`src/rtl/sobel_pkg.sv`:
```
// Shared types and geometry constants for the sobel frame sequencer.
package sobel_pkg;

    localparam int PIXELS_PER_BEAT = 16;
    localparam int BEATS_PER_LINE  = 4;
    localparam int LINE_W          = 512;
    localparam int BEAT_W          = 128;

    typedef enum logic [1:0] {
        IDLE  = 2'd0,
        CLEAR = 2'd1,
        RUN   = 2'd2,
        DRAIN = 2'd3
    } sobel_ctrl_state_t;

endpackage

```
`src/rtl/sobel_frame_ctrl_chk.sv`:
```
// Simulation checker: sobel_unit must only answer beats that were issued.
module sobel_frame_ctrl_chk (
    input logic clk,
    input logic rst,
    input logic su_valid_out,
    input logic inflight
);

    a_no_orphan_result: assert property (@(posedge clk) disable iff (rst)
        (su_valid_out |-> inflight));

endmodule

```
`src/rtl/sobel_out_skid2.sv`:
```
// Two-entry result buffer between the sobel_unit output and the write path.
// Holds {last, data}; a push and a pop in the same cycle keep the count and
// the order. The head entry is never overwritten while it is still presented.
module sobel_out_skid2 #(
    parameter int W = 513
) (
    input  logic         clk,
    input  logic         rst,
    input  logic         push,
    input  logic [W-1:0] push_data,
    input  logic         out_ready,
    output logic         out_valid,
    output logic [W-1:0] out_data,
    output logic         pop,
    output logic [1:0]   count
);

    logic [W-1:0] ent0_q, ent0_d;
    logic [W-1:0] ent1_q, ent1_d;
    logic         rd_ptr_q, rd_ptr_d;
    logic         wr_ptr_q, wr_ptr_d;
    logic [1:0]   count_q, count_d;
    logic         push_ok_s;

    assign out_valid = (count_q != 2'd0);
    assign out_data  = rd_ptr_q ? ent1_q : ent0_q;
    assign pop       = out_valid & out_ready;
    assign count     = count_q;

    // Next-state for storage, pointers and occupancy.
    always_comb begin
        ent0_d    = ent0_q;
        ent1_d    = ent1_q;
        push_ok_s = push & ((count_q != 2'd2) | pop);
        if (push_ok_s) begin
            if (wr_ptr_q) begin
                ent1_d = push_data;
            end else begin
                ent0_d = push_data;
            end
            wr_ptr_d = ~wr_ptr_q;
        end else begin
            wr_ptr_d = wr_ptr_q;
        end
        if (pop) begin
            rd_ptr_d = ~rd_ptr_q;
        end else begin
            rd_ptr_d = rd_ptr_q;
        end
        case ({push_ok_s, pop})
            2'b10:   count_d = count_q + 2'd1;
            2'b01:   count_d = count_q - 2'd1;
            default: count_d = count_q;
        endcase
    end

    // Buffer state registers; reset empties the buffer.
    always_ff @(posedge clk) begin
        if (rst) begin
            ent0_q   <= {W{1'b0}};
            ent1_q   <= {W{1'b0}};
            rd_ptr_q <= 1'b0;
            wr_ptr_q <= 1'b0;
            count_q  <= 2'd0;
        end else begin
            ent0_q   <= ent0_d;
            ent1_q   <= ent1_d;
            rd_ptr_q <= rd_ptr_d;
            wr_ptr_q <= wr_ptr_d;
            count_q  <= count_d;
        end
    end

endmodule

```
`src/rtl/sobel_frame_ctrl.sv`:
```
// Frame sequencer for sobel_unit: slices 512-bit lines into 128-bit beats,
// resets the unit's row buffers at frame start, drops the two priming rows
// and buffers kept results with backpressure toward the write path.
// Optional build macro SOBEL_CTRL_PERF_EN adds stall/starve counters.
module sobel_frame_ctrl
    import sobel_pkg::*;
#(
    parameter int ROW_PIXELS = 512,
    parameter int ROWS_W     = 16
) (
    input  logic              clk,
    input  logic              rst,
    input  logic              start,
    input  logic [ROWS_W-1:0] cfg_rows,
    output logic              busy,
    output logic              done,
    output logic              err,
    input  logic              in_valid,
    input  logic [LINE_W-1:0] in_data,
    output logic              in_ready,
    output logic              su_rst_b,
    output logic              su_valid,
    output logic [BEAT_W-1:0] su_data,
    input  logic              su_valid_out,
    input  logic [LINE_W-1:0] su_result,
    output logic              out_valid,
    output logic [LINE_W-1:0] out_data,
    output logic              out_last,
    input  logic              out_ready
`ifdef SOBEL_CTRL_PERF_EN
    ,
    output logic [31:0]       perf_stall,
    output logic [31:0]       perf_starve
`endif
);

    localparam int BEATS_PER_ROW = ROW_PIXELS / PIXELS_PER_BEAT;
    localparam int BR_W          = $clog2(BEATS_PER_ROW);
    localparam int CNT_W         = ROWS_W + BR_W;

    sobel_ctrl_state_t state_q, state_d;
    logic [ROWS_W-1:0] rows_q, rows_d;
    logic [BR_W-1:0]   beat_row_q, beat_row_d;
    logic [CNT_W-1:0]  row_cnt_q, row_cnt_d;
    logic [LINE_W-1:0] line_q, line_d;
    logic              line_full_q, line_full_d;
    logic              inflight_q, inflight_d;
    logic              keep_q, keep_d;
    logic              last_q, last_d;
    logic              busy_q, busy_d;
    logic              done_q, done_d;
    logic              err_q, err_d;
    logic              su_rst_b_q, su_rst_b_d;

    logic              issue_s, accept_s, beat_last_s, final_beat_s, rows_ok_s;
    logic [1:0]        sub_s, skid_count_s;
    logic              pop_s, push_s;
    logic [LINE_W:0]   skid_out_s;

    assign busy     = busy_q;
    assign done     = done_q;
    assign err      = err_q;
    assign su_rst_b = su_rst_b_q;
    assign su_valid = issue_s;
    assign out_data = skid_out_s[LINE_W-1:0];
    assign out_last = out_valid & skid_out_s[LINE_W];
    assign push_s   = su_valid_out & inflight_q & keep_q;

    // Issue decision, beat slicing and line-register handshake.
    always_comb begin
        sub_s        = beat_row_q[1:0];
        rows_ok_s    = (cfg_rows >= ROWS_W'(3));
        beat_last_s  = (beat_row_q == BR_W'(BEATS_PER_ROW - 1));
        final_beat_s = beat_last_s & (row_cnt_q == (CNT_W'(rows_q) - CNT_W'(1)));
        // A beat in flight may still land in the buffer, so it counts as occupied.
        issue_s      = (state_q == RUN) & line_full_q &
                       (({1'b0, skid_count_s} + {2'b00, inflight_q}) < (3'd2 + {2'b00, pop_s}));
        in_ready     = (state_q == RUN) &
                       (~line_full_q | (issue_s & (sub_s == 2'd3) & ~final_beat_s));
        accept_s     = in_valid & in_ready;
        if (issue_s) begin
            case (sub_s)
                2'd0:    su_data = line_q[127:0];
                2'd1:    su_data = line_q[255:128];
                2'd2:    su_data = line_q[383:256];
                2'd3:    su_data = line_q[511:384];
                default: su_data = {BEAT_W{1'b0}};
            endcase
        end else begin
            su_data = {BEAT_W{1'b0}};
        end
    end

    // Frame FSM next state, beat/row counters and status flags.
    always_comb begin
        state_d    = state_q;
        rows_d     = rows_q;
        beat_row_d = beat_row_q;
        row_cnt_d  = row_cnt_q;
        err_d      = err_q;
        done_d     = 1'b0;
        case (state_q)
            IDLE: begin
                if (start) begin
                    if (rows_ok_s) begin
                        state_d = CLEAR;
                        rows_d  = cfg_rows;
                        err_d   = 1'b0;
                    end else begin
                        state_d = IDLE;
                        err_d   = 1'b1;
                        done_d  = 1'b1;
                    end
                end else begin
                    state_d = IDLE;
                end
            end
            CLEAR: begin
                state_d    = RUN;
                beat_row_d = {BR_W{1'b0}};
                row_cnt_d  = {CNT_W{1'b0}};
            end
            RUN: begin
                if (issue_s) begin
                    if (beat_last_s) begin
                        beat_row_d = {BR_W{1'b0}};
                        row_cnt_d  = row_cnt_q + CNT_W'(1);
                    end else begin
                        beat_row_d = beat_row_q + BR_W'(1);
                    end
                    if (final_beat_s) begin
                        state_d = DRAIN;
                    end else begin
                        state_d = RUN;
                    end
                end else begin
                    state_d = RUN;
                end
            end
            DRAIN: begin
                if (~inflight_q & (skid_count_s == 2'd0)) begin
                    state_d = IDLE;
                    done_d  = 1'b1;
                end else begin
                    state_d = DRAIN;
                end
            end
            default: state_d = IDLE;
        endcase
    end

    // Line register fill/drain and the result-side pipeline bits.
    always_comb begin
        if (accept_s) begin
            line_d      = in_data;
            line_full_d = 1'b1;
        end else if (issue_s & (sub_s == 2'd3)) begin
            line_d      = line_q;
            line_full_d = 1'b0;
        end else begin
            line_d      = line_q;
            line_full_d = line_full_q;
        end
        inflight_d = issue_s;
        keep_d     = issue_s & (row_cnt_q >= CNT_W'(2));
        last_d     = issue_s & final_beat_s;
        busy_d     = (state_d != IDLE);
        su_rst_b_d = (state_d != CLEAR);
    end

    // Controller registers; reset abandons any frame without a done pulse.
    always_ff @(posedge clk) begin
        if (rst) begin
            state_q     <= IDLE;
            rows_q      <= {ROWS_W{1'b0}};
            beat_row_q  <= {BR_W{1'b0}};
            row_cnt_q   <= {CNT_W{1'b0}};
            line_q      <= {LINE_W{1'b0}};
            line_full_q <= 1'b0;
            inflight_q  <= 1'b0;
            keep_q      <= 1'b0;
            last_q      <= 1'b0;
            busy_q      <= 1'b0;
            done_q      <= 1'b0;
            err_q       <= 1'b0;
            su_rst_b_q  <= 1'b0;
        end else begin
            state_q     <= state_d;
            rows_q      <= rows_d;
            beat_row_q  <= beat_row_d;
            row_cnt_q   <= row_cnt_d;
            line_q      <= line_d;
            line_full_q <= line_full_d;
            inflight_q  <= inflight_d;
            keep_q      <= keep_d;
            last_q      <= last_d;
            busy_q      <= busy_d;
            done_q      <= done_d;
            err_q       <= err_d;
            su_rst_b_q  <= su_rst_b_d;
        end
    end

    sobel_out_skid2 #(.W(LINE_W + 1)) u_skid (
        .clk       (clk),
        .rst       (rst),
        .push      (push_s),
        .push_data ({last_q, su_result}),
        .out_ready (out_ready),
        .out_valid (out_valid),
        .out_data  (skid_out_s),
        .pop       (pop_s),
        .count     (skid_count_s)
    );

    sobel_frame_ctrl_chk u_chk (
        .clk          (clk),
        .rst          (rst),
        .su_valid_out (su_valid_out),
        .inflight     (inflight_q)
    );

`ifdef SOBEL_CTRL_PERF_EN
    logic [31:0] perf_stall_q, perf_stall_d;
    logic [31:0] perf_starve_q, perf_starve_d;

    assign perf_stall  = perf_stall_q;
    assign perf_starve = perf_starve_q;

    // Saturating stall/starve counters, cleared when a start is taken.
    always_comb begin
        if ((state_q == IDLE) & start) begin
            perf_stall_d  = 32'd0;
            perf_starve_d = 32'd0;
        end else begin
            if ((state_q == RUN) & line_full_q & ~issue_s & (perf_stall_q != 32'hFFFF_FFFF)) begin
                perf_stall_d = perf_stall_q + 32'd1;
            end else begin
                perf_stall_d = perf_stall_q;
            end
            if ((state_q == RUN) & ~line_full_q & ~in_valid & (perf_starve_q != 32'hFFFF_FFFF)) begin
                perf_starve_d = perf_starve_q + 32'd1;
            end else begin
                perf_starve_d = perf_starve_q;
            end
        end
    end

    // Performance counter registers.
    always_ff @(posedge clk) begin
        if (rst) begin
            perf_stall_q  <= 32'd0;
            perf_starve_q <= 32'd0;
        end else begin
            perf_stall_q  <= perf_stall_d;
            perf_starve_q <= perf_starve_d;
        end
    end
`endif

endmodule

```
`config.mk`:
```
export PLATFORM = sky130hd
export DESIGN_NAME = sobel_frame_ctrl
export DESIGN_NICKNAME = d
export VERILOG_FILES = /design/src/rtl/sobel_pkg.sv /design/src/rtl/sobel_frame_ctrl_chk.sv /design/src/rtl/sobel_out_skid2.sv /design/src/rtl/sobel_frame_ctrl.sv
export SDC_FILE = /design/constraint.sdc
export NUM_CORES = 2
export LEC_CHECK = 0
export ABC_AREA = 1
export CAP_MARGIN = 15
export CORE_AREA = 3 3 652 654
export DETAILED_ROUTE_END_ITERATION = 12
export DIE_AREA = 0 0 655 657
export SETUP_SLACK_MARGIN = 0.3
export SYNTH_ARGS = -nofsm -noshare
export SYNTH_HDL_FRONTEND = slang
export SYNTH_SLANG_ARGS = --single-unit
```
`constraint.sdc`:
```
create_clock -name clk -period 3.2 [get_ports clk]
set_clock_uncertainty 0.2 [all_clocks]
set_input_delay 0.48 -clock clk [delete_from_list [all_inputs] [get_ports clk]]
set_output_delay 0.48 -clock clk [all_outputs]
set_load 0.01 [all_outputs]
```
Word level (Yosys, flattened, before mapping)

Index checks and enable logic that the tools add are counted.

$add $sub $neg: 7
Multiplexer cells: 22
Reductions and logical operators: 14
Order comparisons: 3
Equal/unequal tests: 14
Bitwise gates (word level): 22

Operators with widths:

| operator                                                                             | count |
|---|---|
| 513-bit 2-to-1 mux                                                                   | 1 |
| 128-bit one-hot mux with 4 select lines                                              | 1 |
| 128-bit 2-to-1 mux                                                                   | 1 |
| 21-bit 2-to-1 mux                                                                    | 2 |
| 21-bit one-hot mux with 2 select lines                                               | 1 |
| 21-bit by 1-bit adder with 21-bit output, second input constant                      | 1 |
| 21-bit equality test                                                                 | 1 |
| 21-bit by 2-bit greater-or-equal comparator with 1-bit output, second input constant | 1 |
| 16-bit by 1-bit subtractor with 17-bit output, second input constant                 | 1 |
| 16-bit by 2-bit greater-or-equal comparator with 1-bit output, second input constant | 1 |
| 1-bit bitwise AND                                                                    | 15 |
| 2-bit equality test, second input constant                                           | 5 |
| 5-bit 2-to-1 mux                                                                     | 2 |
| 5-bit one-hot mux with 2 select lines                                                | 1 |
| 2-bit nonzero test                                                                   | 5 |
| 2-bit one-hot mux with 4 select lines                                                | 1 |
| 2-bit AND reduction                                                                  | 4 |
| 1-bit 2-to-1 mux                                                                     | 7 |
| 2-bit by 1-bit equality test with 1-bit output, second input constant                | 3 |
| 2-bit logical NOT                                                                    | 3 |
| 2-bit 2-to-1 mux                                                                     | 3 |
| 2-bit != test, second input constant                                                 | 3 |
| 3-bit AND reduction                                                                  | 2 |
| 5-bit by 1-bit adder with 5-bit output, second input constant                        | 1 |
| other kinds (11)                                                                     | 16 |

Logic and storage cells: 100
Register bits: 1594
Input port bits: 1046
Output and inout bits: 648

Depth between registers and ports, before layout

Depth after elaboration: 11
Mapped depth: 22
Mapped depth without buffers: 18

By module

Synthesis repeated with hierarchy kept, for this count alone.

Cell total of the unflattened synthesis: 11786
Area total of the unflattened synthesis: 76101.7 sq um

By module, submodules not included:

| module           | times used | seq. area each (sq um) | cells an instance | area an instance (sq um) |
|---|---|---|---|---|
| sobel_out_skid2  | 1          | 20619.8                | 6188              | 43060.0 |
| sobel_frame_ctrl | 1          | 11290.8                | 5598              | 33041.7 |

Least setup slack after synthesis

Ideal clock, no wire load.

Path type: register to output
From: reg beat_row_q[0]
To: out in_ready
Stages on the path, launching flop included: 19
Buffers on the path: 3
Path slack: 0.358 ns
Data arrival time: 2.162 ns
Required time: 2.520 ns
Cells stage by stage: dfxtp_1 > ha_1 > inv_1 > clkbuf_1 > nor3_1 > ha_1 > nand3_1 > nor2_1 > nand2_1 > nor2_1 > nand2_1 > nor2_1 > nand2_1 > nor2_1 > nand3_1 > buf_6 > clkbuf_1 > nand2_1 > inv_1

Word-level cells in the longest chain between the ends: 6
Elaborated cells on any way between the ends: 8
Classes of those cells: eq/ne: 2; bitwise: 6

RTL lines:

| element                  | RTL line                | text |
|---|---|---|
| start: declaration       | sobel_frame_ctrl.sv:43  | `logic [BR_W-1:0] beat_row_q, beat_row_d;` |
| start signal: assignment | sobel_frame_ctrl.sv:176 | `beat_row_q <= {BR_W{1'b0}};` |
| start signal: assignment | sobel_frame_ctrl.sv:190 | `beat_row_q <= beat_row_d;` |
| 5-bit equality test      | sobel_frame_ctrl.sv:73  | `beat_last_s = (beat_row_q == BR_W'(BEATS_PER_ROW - 1));` |
| 1-bit bitwise AND        | sobel_frame_ctrl.sv:74  | `final_beat_s = beat_last_s & (row_cnt_q == (CNT_W'(rows_q) - CNT_W'(1)));` |
| 1-bit inverter           | sobel_frame_ctrl.sv:79  | `(~line_full_q \| (issue_s & (sub_s == 2'd3) & ~final_beat_s));` |
| 1-bit bitwise AND *      | sobel_frame_ctrl.sv:79  |  |
| 1-bit OR *               | sobel_frame_ctrl.sv:79  |  |
| 1-bit bitwise AND *      | sobel_frame_ctrl.sv:78  | `in_ready = (state_q == RUN) &` |
| end: declaration         | sobel_frame_ctrl.sv:20  | `output logic in_ready,` |

Every way passes the cells marked *; elsewhere a longest branch is shown, timed or not.

Final worst setup path

From: reg beat_row_q[0]
To: out su_data[107]

Word-level cells in the longest chain between the ends: 3
Elaborated cells on any way between the ends: 6
Classes of those cells: eq/ne: 3; mux: 2; reduce/logical: 1

RTL lines:

| element                                           | RTL line               | text |
|---|---|---|
| 2-bit equality test, or another cell as far along | sobel_frame_ctrl.sv:82 | `case (sub_s)` |
| 128-bit one-hot mux with 4 select lines *         | sobel_frame_ctrl.sv:82 |  |
| 128-bit 2-to-1 mux *                              | sobel_frame_ctrl.sv:81 | `if (issue_s) begin` |
| end: declaration                                  | sobel_frame_ctrl.sv:23 | `output logic [BEAT_W-1:0] su_data,` |

Marks and branches as above.

==> impl_metrics.csv <==
group,metric,value,unit
placed_design,post-place-ws,-0.811,ns
timing,setup_violations,938,
synthesis,synth.distinct_cells,38,
final_layout,drive_gt1_share,16.1,%
synthesis,synth_seq_cells,1594,
status,violations,"setup timing",
synthesis,syn-cell-area,0.0738,mm2
placed_design,portBuffers,1693,
floorplan,coreArea,0.420,mm2
critical_path,cp.arrival,3.14,ns
timing,tightest_slew,0.876,ns
worst_hold_path,holdPathEnd,"line_q[90]",
critical_path,critical_path_class,"flip-flop to output port",
route,num_vias,83657,
critical_path,end_kind,"output port",
synthesis,yosys-top-cells-area,"dfxtp_1, o21ai_0, inv_1",
clock_network,cts.clk_slew.worst_paths,0.06,ns
floorplan,die_area,0.430,mm2
final_layout,finalInstanceArea,0.122,mm2
timing,fmax,262,MHz
route,drt-vias-per-instance,4.31,
final_layout,fillers,44925,
grt,grt_max_degree,126,
critical_path,worstReg2RegEnd,"line_q[364]",
synthesis,ys_top_cells_by_count,"inv_1, o21ai_0, nor2_1",
route,postRouteAntennaNets,0,
timing,post-route-period-util,119,%
timing,setup_ws,-0.616,ns
clock_network,clkSinkCount,1594,
power_and_ir_drop,power_density,423,mW/mm2
floorplan,start_util,17.6,%
critical_path,worst_ep_required_time,2.52,ns
clock_network,htree_levels,4,
worst_hold_path,hold_depth,5,
worst_hold_path,min_from,"in_data[90]",
floorplan,ios,1694,
grt,grt_pass1_wl,576,mm
timing,hold_viol_final,0,
critical_path,r2r_start,"rows_q[0]",
synthesis,yosysTopAreaCell,"dfxtp_1",
critical_path,critPathMaxFanout,5,
synthesis,async_flop_share,0,%
clock_network,cts_root_buf,"clkbuf_16",
placed_design,hpwlAfterDp,311,mm
placed_design,globalplace.congestion,1.01,
floorplan,die_h,657,um
grt,grt-ovfl-total,0,
power_and_ir_drop,leakage,0.0511,uW
grt,grt_pass1_vias,77614,
final_layout,fin_util,29.1,%
route,remaining_drc_errors,0,
route,avgRoutedWirePerCell,22.0,um
synthesis,syn_inst,11009,
clock_network,cts_max_path_buffers,4,
synthesis,synth_top_area_share,43.2,%
worst_hold_path,hp-class,"primary input to flip-flop",
synthesis,yosysMostFrequentCell,"inv_1",
clock_network,cts_buffers,200,
synthesis,synth_nets,12070,
clock_network,cts_tree,"done",
grt,grtUsageTotal,18.4,%
floorplan,die_w,655,um
synthesis,synth_ff_type,"dfxtp_1",
route,drt_iter0_drc,7130,
final_layout,synthToLayoutAreaGrowth,65.2,%
timing,min_period,3.82,ns
power_and_ir_drop,peakVddDrop,0.000432,V
route,finalWirelength,427,mm
clock_network,clk_latency,0.90,ns
route,drt_first_pass_iters,7,
timing,slew_violations,0,
critical_path,critPathLaunchType,"flip-flop",
final_layout,final_net_count,14669,
floorplan,rows,238,
synthesis,seq_area_frac_synth,43.2,%
flow_run,maxCapViolations,0,
timing,rsz0062_at_grt,"true",
power_and_ir_drop,total_power,51500,uW
grt,grt_antenna_before_repair,192,
placed_design,placed_area,0.100,mm2
synthesis,avgSynthCellArea,6.71,um2
synthesis,yosys_warnings,0,
critical_path,ff2ff_path_depth,20,
synthesis,synth_edf_count,0,
timing,slew_headroom,41.6,%
critical_path,reg2reg_slack,-0.17,ns
status,outcome,"finished, violations left",
[per-stage QoR]
stage | hold WS, ns | setup TNS (ns) | cells
global route | 0.0350 | -359.65 | 19386
floorplan | 0.224 | 0 | 11009
detailed placement | 0.236 | -125.16 | 17961
finish | 0.102 | -191.68 | 19430
CTS | 0.0000523 | -298.65 | 19106
global placement | 0.231 | -120.92 | 17961
[placed cells by master (no fill, tap or decap), drive strengths merged, types with 15 or more instances in the layout]
| master | instances |
|---|---|
| bufinv | 19 |
| a21oi | 553 |
| clkinv | 39 |
| a211oi | 130 |
| ha | 15 |
| buf | 1127 |
| nand3 | 36 |
| nor2 | 1605 |
| nand4 | 531 |
| a221oi | 128 |
| o21ai | 1702 |
| nand2 | 1672 |
| xor2 | 17 |
| diode | 138 |
| clkdlybuf4s50 | 1370 |
| clkbuf | 339 |
| dfxtp | 1594 |
| dlygate4sd3 | 676 |
| inv | 2140 |
| nor3 | 30 |
[logic make-up after synthesis]
family,count (synthesis),synth area share (%)
compound gates,2522,18.2
simple gates,3887,22.1
buf+inv,2966,15.9
xor+xnor,25,0.297
flops,1594,43.2
fa+ha+maj,15,0.254
[how the worst max path moves through the flow]
stage	from	endpoint	slack (ns)	depth (start not counted)
final	beat_row_q[0]	su_data[107]	-0.62	13
after global routing	beat_row_q[0]	su_data[107]	-0.76	13
after CTS	beat_row_q[0]	su_data[34]	-0.77	13
after detailed placement	out_ready	su_data[105]	-0.81	8
after global placement	out_ready	su_data[105]	-0.80	8
after floorplan	beat_row_q[0]	in_ready	0.36	18
[metal layers]
metal | wire length (um) | GRT usage, % | up-vias
met5 | 268 | 0 | -
met3 | 31800 | 4.39 | 954
li1 | - | - | 39932
met1 | 161000 | 20.5 | 39445
met4 | 32500 | 12.5 | 42
met2 | 201000 | 30.8 | 3284
[critical path, stage by stage (launching register included)]
cell and delay [ns]:
dfxtp_2 0.35, buf_6 0.10, ha_4 0.16, inv_6 0.04, buf_12 0.14, buf_16 0.15, buf_16 0.16, buf_8 0.15
buf_4 0.13, o21ai_2 0.11, a221oi_2 0.05, buf_4 0.15, a211oi_4 0.34, buf_2 0.22
[report_power, final]
part | switching [uW] | total, uW | internal (uW) | leakage (uW)
Combinational | 3650 | 7030 | 3380 | 0.0349
Clock | 9850 | 24200 | 14300 | 0.00340
Sequential | 196 | 20400 | 20200 | 0.0129
Total | 13700 | 51500 | 37800 | 0.0511
[area by class of cell]
| class | instances | area, um2 | share of cell area, % |
|---|---|---|---|
| inverter | 2128 | 8030 | 6.58 |
| multi-input combinational | 6449 | 33800 | 27.7 |
| tap | 5520 | 6910 | 5.66 |
| clock buffer | 289 | 5850 | 4.80 |
| sequential | 1594 | 31900 | 26.2 |
| timing repair buffer | 3235 | 34100 | 27.9 |
| clock inverter | 77 | 1080 | 0.886 |
| antenna | 138 | 345 | 0.283 |
[sequential cells by signal (all words and copies together), names as in the netlist]
name	count
u_skid.rd_ptr_q	1
line_full_q	1
rows_q	16
done	1
u_skid.wr_ptr_q	1
keep_q	1
u_skid.ent1_q	513
state_q	2
beat_row_q	5
line_q	512
busy	1
row_cnt_q	21
u_skid.ent0_q	513
inflight_q	1
err	1
su_rst_b	1
u_skid.count	2
last_q	1
[timing repair]
action | CTS | global route
setup buffers | 70 | 147
gates cloned | 33 | 39
resized for setup | 779 | 1417
pin swaps | 48 | 105
hold endpoints to repair | 1079 | 0
setup endpoints to repair | 1158 | 1160
hold buffers | 676 | 0
Power figures use the tool's default switching activity.
